`src/rtl/snn_sim_sequencer.sv`:
```
// snn_sim_sequencer: run controller between the AXI config registers and the SNN core.
//   On start it resets the network, then runs sim_time timesteps. Each step strobes step_en,
//   waits for step_done, adds out_spikes into saturating per-output counters, then settles.
// Ports:
//   S_AXI_ACLK, Local_Reset (async, active-high)
//   start, clr_counters, sim_time        : control from the config register block
//   step_done, out_spikes                : completion handshake and spike vector from the core
//   step_en, network_reset               : 1-cycle strobes to the core
//   busy, network_done, timestep         : run status back to the config registers
//   spike_counter_out[NUM_OUTPUTS-1:0]   : 32-bit spike totals, one per output neuron
// Latency: start at cycle N -> network_reset at N+1 -> first step_en at N+2. All outputs registered.
// Backpressure: none; the core paces the run through step_done, and step_done outside WAIT is dropped.
module snn_sim_sequencer #(
  parameter int NUM_OUTPUTS   = 1,
  parameter int SETTLE_CYCLES = 4
) (
  input  logic                   S_AXI_ACLK,
  input  logic                   Local_Reset,
  input  logic                   start,
  input  logic                   clr_counters,
  input  logic [31:0]            sim_time,
  input  logic                   step_done,
  input  logic [NUM_OUTPUTS-1:0] out_spikes,
  output logic                   step_en,
  output logic                   network_reset,
  output logic                   busy,
  output logic                   network_done,
  output logic [31:0]            timestep,
  output logic [31:0]            spike_counter_out [NUM_OUTPUTS-1:0]
);

  localparam logic [2:0] S_IDLE   = 3'd0;
  localparam logic [2:0] S_CLEAR  = 3'd1;
  localparam logic [2:0] S_STEP   = 3'd2;
  localparam logic [2:0] S_WAIT   = 3'd3;
  localparam logic [2:0] S_SETTLE = 3'd4;
  localparam logic [2:0] S_DONE   = 3'd5;

  // The down-counter is loaded with N-1 so SETTLE occupies exactly N cycles.
  localparam logic [7:0] SETTLE_LOAD = (SETTLE_CYCLES > 0) ? 8'(SETTLE_CYCLES - 1) : 8'd0;

  logic [2:0]                   r_state;
  logic [31:0]                  r_sim_len;
  logic [31:0]                  r_timestep;
  logic [7:0]                   r_settle_cnt;
  logic                         r_step_en;
  logic                         r_network_reset;
  logic                         r_busy;
  logic                         r_network_done;
  logic [NUM_OUTPUTS-1:0][31:0] r_cnt;

  logic [NUM_OUTPUTS-1:0][31:0] w_cnt_next;
  logic [31:0]                  w_ts_next;
  logic                         w_last_step;

  assign w_ts_next   = r_timestep + 32'd1;
  // sim_len is never 0 here (CLEAR diverts that case), so this terminates before timestep wraps.
  assign w_last_step = (w_ts_next == r_sim_len);

  // Saturating increment per spiking output.
  always_comb begin
    w_cnt_next = r_cnt;
    for (int i = 0; i < NUM_OUTPUTS; i++) begin
      if (out_spikes[i] && (r_cnt[i] != 32'hFFFF_FFFF)) begin
        w_cnt_next[i] = r_cnt[i] + 32'd1;
      end
    end
  end

  always_ff @(posedge S_AXI_ACLK or posedge Local_Reset) begin
    if (Local_Reset) begin
      r_state         <= S_IDLE;
      r_sim_len       <= '0;
      r_timestep      <= '0;
      r_settle_cnt    <= '0;
      r_step_en       <= 1'b0;
      r_network_reset <= 1'b0;
      r_busy          <= 1'b0;
      r_network_done  <= 1'b0;
      r_cnt           <= '0;
    end else begin
      // Strobes default low; they are raised only on entry to CLEAR/STEP.
      r_step_en       <= 1'b0;
      r_network_reset <= 1'b0;
      case (r_state)
        S_IDLE: begin
          if (start) begin
            r_sim_len       <= sim_time;
            r_cnt           <= '0;
            r_timestep      <= '0;
            r_network_done  <= 1'b0;
            r_network_reset <= 1'b1;
            r_busy          <= 1'b1;
            r_state         <= S_CLEAR;
          end else if (clr_counters) begin
            r_cnt          <= '0;
            r_timestep     <= '0;
            r_network_done <= 1'b0;
          end
        end
        S_CLEAR: begin
          if (r_sim_len == 32'd0) begin
            r_network_done <= 1'b1;
            r_state        <= S_DONE;
          end else begin
            r_step_en <= 1'b1;
            r_state   <= S_STEP;
          end
        end
        S_STEP: begin
          r_state <= S_WAIT;
        end
        S_WAIT: begin
          if (step_done) begin
            r_cnt      <= w_cnt_next;
            r_timestep <= w_ts_next;
            if (w_last_step) begin
              r_network_done <= 1'b1;
              r_state        <= S_DONE;
            end else if (SETTLE_CYCLES == 0) begin
              r_step_en <= 1'b1;
              r_state   <= S_STEP;
            end else begin
              r_settle_cnt <= SETTLE_LOAD;
              r_state      <= S_SETTLE;
            end
          end
        end
        S_SETTLE: begin
          if (r_settle_cnt == 8'd0) begin
            r_step_en <= 1'b1;
            r_state   <= S_STEP;
          end else begin
            r_settle_cnt <= r_settle_cnt - 8'd1;
          end
        end
        S_DONE: begin
          r_busy  <= 1'b0;
          r_state <= S_IDLE;
        end
        default: begin
          r_busy  <= 1'b0;
          r_state <= S_IDLE;
        end
      endcase
    end
  end

  assign step_en       = r_step_en;
  assign network_reset = r_network_reset;
  assign busy          = r_busy;
  assign network_done  = r_network_done;
  assign timestep      = r_timestep;

  for (genvar g = 0; g < NUM_OUTPUTS; g++) begin : g_cnt_out
    assign spike_counter_out[g] = r_cnt[g];
  end

endmodule

```
`config.mk`:
```
export PLATFORM = sky130hd
export DESIGN_NAME = snn_sim_sequencer
export DESIGN_NICKNAME = d
export VERILOG_FILES = /design/src/rtl/snn_sim_sequencer.sv
export SDC_FILE = /design/constraint.sdc
export NUM_CORES = 1
export LEC_CHECK = 0
export CAP_MARGIN = 10
export CORE_MARGIN = 3
export CORE_UTILIZATION = 25
export CTS_BUF_LIST = sky130_fd_sc_hd__clkbuf_16
export DETAILED_ROUTE_END_ITERATION = 8
export PLACE_DENSITY_LB_ADDON = 0.15
export SKIP_CTS_REPAIR_TIMING = 1
export SLEW_MARGIN = 0
export SYNTH_ARGS = -nofsm -noshare
export SYNTH_HDL_FRONTEND = slang
export SYNTH_SLANG_ARGS = --single-unit
```
`constraint.sdc`:
```
create_clock -name S_AXI_ACLK -period 4.75 [get_ports S_AXI_ACLK]
set_clock_uncertainty 0.2 [all_clocks]
set_input_delay 0.475 -clock S_AXI_ACLK [delete_from_list [all_inputs] [get_ports S_AXI_ACLK]]
set_output_delay 0.475 -clock S_AXI_ACLK [all_outputs]
set_load 0.05 [all_outputs]
```
==> impl_metrics.env <==
export IMPL_min_path_cells=2
export IMPL_wl_per_cell_um=17.6
export IMPL_ys_async_sr_fraction=1.00
export IMPL_first_iter_violations=241
export IMPL_worstSkewPairLatency_ps=360
export IMPL_synth_top_area_share=0.443
export IMPL_dp_hpwl_mm=14.0
export IMPL_grt_pass1_vias=5386
export IMPL_reg2reg_setup_slack_ps=880
export IMPL_fin_nets=815
export IMPL_synth_area_top_cells="dfrtp_1 44%, xor2_1 5.7%, mux2_2 5.6%, o21ai_0 5.0%, nand2_1 4.9%"
export IMPL_gp_congestion=0.791
export IMPL_synth_top_family_by_area="simple AND/OR/NAND/NOR gates"
export IMPL_synth_seq_cells=111
export IMPL_numCtsBuffers=9
export IMPL_max_freq_mhz=258
export IMPL_power_density_nw_per_um2=453
export IMPL_synth_fa_ha_area_frac=0.00598
export IMPL_cp_required_ps=4790
export IMPL_switching_share=0.416
export IMPL_dp_worst_setup_slack_ps=915
export IMPL_worst_setup_path_start_kind="flip-flop"
export IMPL_worstPathArrival_ps=3910
export IMPL_die_w_um=164
export IMPL_hp_class="flip-flop to flip-flop"
export IMPL_clk_path_buf_depth=2
export IMPL_via_per_inst=4.91
export IMPL_synth_area_per_cell_um2=9.17
export IMPL_cts_sinks=111
export IMPL_netlist_area_um2=6270
export IMPL_clockPowerShare=0.205
export IMPL_muxShareOfSynthArea=0.0572
export IMPL_synth_compound_gate_area_share=0.138
export IMPL_drc_errors=0
export IMPL_ant_nets=0
export IMPL_power_leakage_uw=0.00305
export IMPL_worst_slack_ps=876
export IMPL_clk_pin_slew_ps=80
export IMPL_synth_edf_count=0
export IMPL_num_vias=5421
export IMPL_finalCritPeriodShare=0.816
export IMPL_cts_tree="done"
export IMPL_ys_seq_area_frac=0.443
export IMPL_power_internal_uw=2100
export IMPL_yosysTopAreaCell="dfrtp_1"
export IMPL_synthSimpleGateAreaFrac=0.232
export IMPL_core_um2=24500
export IMPL_worst_pin_slew_ps=919
export IMPL_grt_overflow=0
export IMPL_relSlewSlack=0.387
export IMPL_die_area_um2=27000
export IMPL_switching_power_uw=1500
export IMPL_synth_fp_nets=725
export IMPL_antenna_found_initial=1
export IMPL_reg2regPathDepth=11
export IMPL_period_minus_slack_ps=3870
export IMPL_seqPwrFrac=0.396
export IMPL_finalSetupViolations=0
export IMPL_die_h_um=164
export IMPL_critPathKind="flip-flop to flip-flop"
export IMPL_grt_total_usage=0.149
export IMPL_maxCapViolations=0
export IMPL_h_tree_depth=3
export IMPL_area_delta_synth_final_pct=26.8
export IMPL_ir_drop_mv=0.260
export IMPL_routed_wirelength_mm=19.5
export IMPL_rsz0062_at_grt="no"
export IMPL_synth_xor_area_share=0.0963
export IMPL_std_cell_rows=57
export IMPL_clockRootBuffer="clkbuf_16"
export IMPL_yosys_warnings=0
export IMPL_synth_cell_types=61
export IMPL_final_layout_size_suffix_gt1_frac=0.0988
export IMPL_rr_endpoint="r_settle_cnt[1]"
export IMPL_synth_ff_type="dfrtp_1"
export IMPL_io_pins=106
export IMPL_hold_end="busy"
export IMPL_drt_pass1_iterations=5
export IMPL_end_kind="flip-flop"
export IMPL_grt_pass1_wl_mm=31.5
export IMPL_status="finished clean"
export IMPL_holdWs_ps=327
export IMPL_reg2reg_from="timestep[0]"
export IMPL_min_from="busy"
export IMPL_finalSetupTns_ps=0
export IMPL_n_antenna_cell=0
export IMPL_fill_cells=2543
export IMPL_drv_slew=0
export IMPL_worstPathMaxFanout=12
export IMPL_synthCells=684
export IMPL_grt_max_degree=72
export IMPL_hold_viol=0
export IMPL_combPwrFrac=0.399
export IMPL_port_buffers=105
export IMPL_floorplan_initialDensity=0.257
==> per-stage QoR <==
step | instances | total power [uW] | utilization | area (um^2)
3_3_place_gp | 1087 | 2890 | 0.314 | 7680
6_report | 1103 | 3600 | 0.325 | 7960
2_1_floorplan | 684 | 2390 | - | 6270
4_1_cts | 1103 | 3650 | 0.325 | 7960
3_5_place_dp | 1087 | 2890 | 0.314 | 7680
5_1_grt | 1103 | 3870 | 0.325 | 7960
==> cell type report <==
| cell class | instances | area, um^2 | share of cell area |
|---|---|---|---|
| repair buffers | 115 | 1130 | 0.142 |
| flip-flops and latches | 111 | 2780 | 0.349 |
| well taps | 324 | 405 | 0.0510 |
| clock buffers | 9 | 225 | 0.0283 |
| multi-input cells | 529 | 3340 | 0.420 |
| inverters | 8 | 32.5 | 0.00409 |
| clock inverters | 7 | 51.3 | 0.00645 |
==> critical path, stage by stage, from the launching register on <==
cell      delay, ps
dfrtp_1         500
ha_1            340
nand3_1         200
or3_1           400
buf_4           200
nor3_1          470
o21ai_0         160
or4_1           470
nor4_2          270
nand4_2         220
nand2_2         220
o211ai_1        100
==> power groups by stage <==
stage          clock network (uW)  logic (uW)  registers, uW
6_report                      738        1440           1420
5_1_grt                       800        1610           1460
4_1_cts                       773        1450           1430
3_5_place_dp                    0        1440           1440
3_3_place_gp                    0        1450           1450
2_1_floorplan                   0         981           1410
==> per-layer routing <==
metal	track usage	part of all wire	up-vias
met2	0.231	0.46	144
met4	0.0274	0.0075	2
li1	-	-	2632
met5	0	0.00067	-
met3	0.0456	0.065	13
met1	0.207	0.47	2630
==> cells in the final DEF, fill, tap and decap left out, types with 3 or more instances in the layout <==
| cell type | count |
|---|---|
| clkbuf_16 | 9 |
| a22o_1 | 4 |
| mux2_2 | 31 |
| and4_1 | 5 |
| a211oi_1 | 3 |
| o31ai_1 | 17 |
| a21oi_1 | 12 |
| and2_1 | 4 |
| buf_4 | 10 |
| nand2b_1 | 8 |
| clkinv_4 | 5 |
| o41ai_1 | 4 |
| nor2_1 | 65 |
| clkdlybuf4s50_1 | 105 |
| a31o_1 | 6 |
| inv_1 | 8 |
| ha_1 | 3 |
| o21ai_0 | 63 |
| nand4_1 | 17 |
| nor4_1 | 13 |
| or3_1 | 5 |
| xnor2_1 | 28 |
| o22ai_1 | 3 |
| nand3_1 | 28 |
| nor3_1 | 12 |
| nand2_1 | 82 |
| or2_2 | 7 |
| nor2b_1 | 4 |
| and3_1 | 15 |
| dfrtp_1 | 111 |
| or4_1 | 4 |
| nand3b_1 | 5 |
| a31oi_1 | 8 |
| xor2_1 | 41 |
==> how the worst max path moves through the flow <==
stage           startpoint              end  slack, ps  cells past startpoint
2_1_floorplan  timestep[7]  r_settle_cnt[0]       1100                     10
3_3_place_gp   timestep[0]  r_settle_cnt[1]        920                     10
3_5_place_dp   timestep[0]  r_settle_cnt[1]        920                     10
4_1_cts        timestep[0]  r_settle_cnt[4]        900                     10
5_1_grt        timestep[0]  r_settle_cnt[4]        600                     11
6_report       timestep[0]  r_settle_cnt[1]        880                     11
==> Yosys cell counts, types with 5 or more instances <==
cell type and n:
nor4_1 13, mux2_2 31, xnor2_1 28, dfrtp_1 111
nand3_1 28, nand2b_1 8, inv_1 8, nor3_1 13
or2_2 7, clkbuf_1 31, a21oi_1 12, nand4_1 17
o21ai_0 63, and3_1 15, a31oi_1 8, nand2_1 82
nand3b_1 5, o31ai_1 17, and4_1 5, or3_1 5
nor2_1 65, a31o_1 6, xor2_1 41
==> cells by family (layout without fill, tap and decap cells) <==
group                    Yosys count  after routing
AND/OR/NAND/NOR                  288            288
AO/OA/AOI/OAI                    137            137
flip-flops                       111            111
XOR/XNOR                          69             69
buffers and inverters             44            139
multiplexers                      32             32
adder cells (fa/ha/maj)            3              3
==> registers in the layout, indices dropped and copies added, names as in the netlist <==
name	count
r_state	3
network_reset	1
step_en	1
network_done	1
busy	1
spike_counter_out	32
r_sim_len	32
r_settle_cnt	8
timestep	32
(Power assumes the default switching activity.)
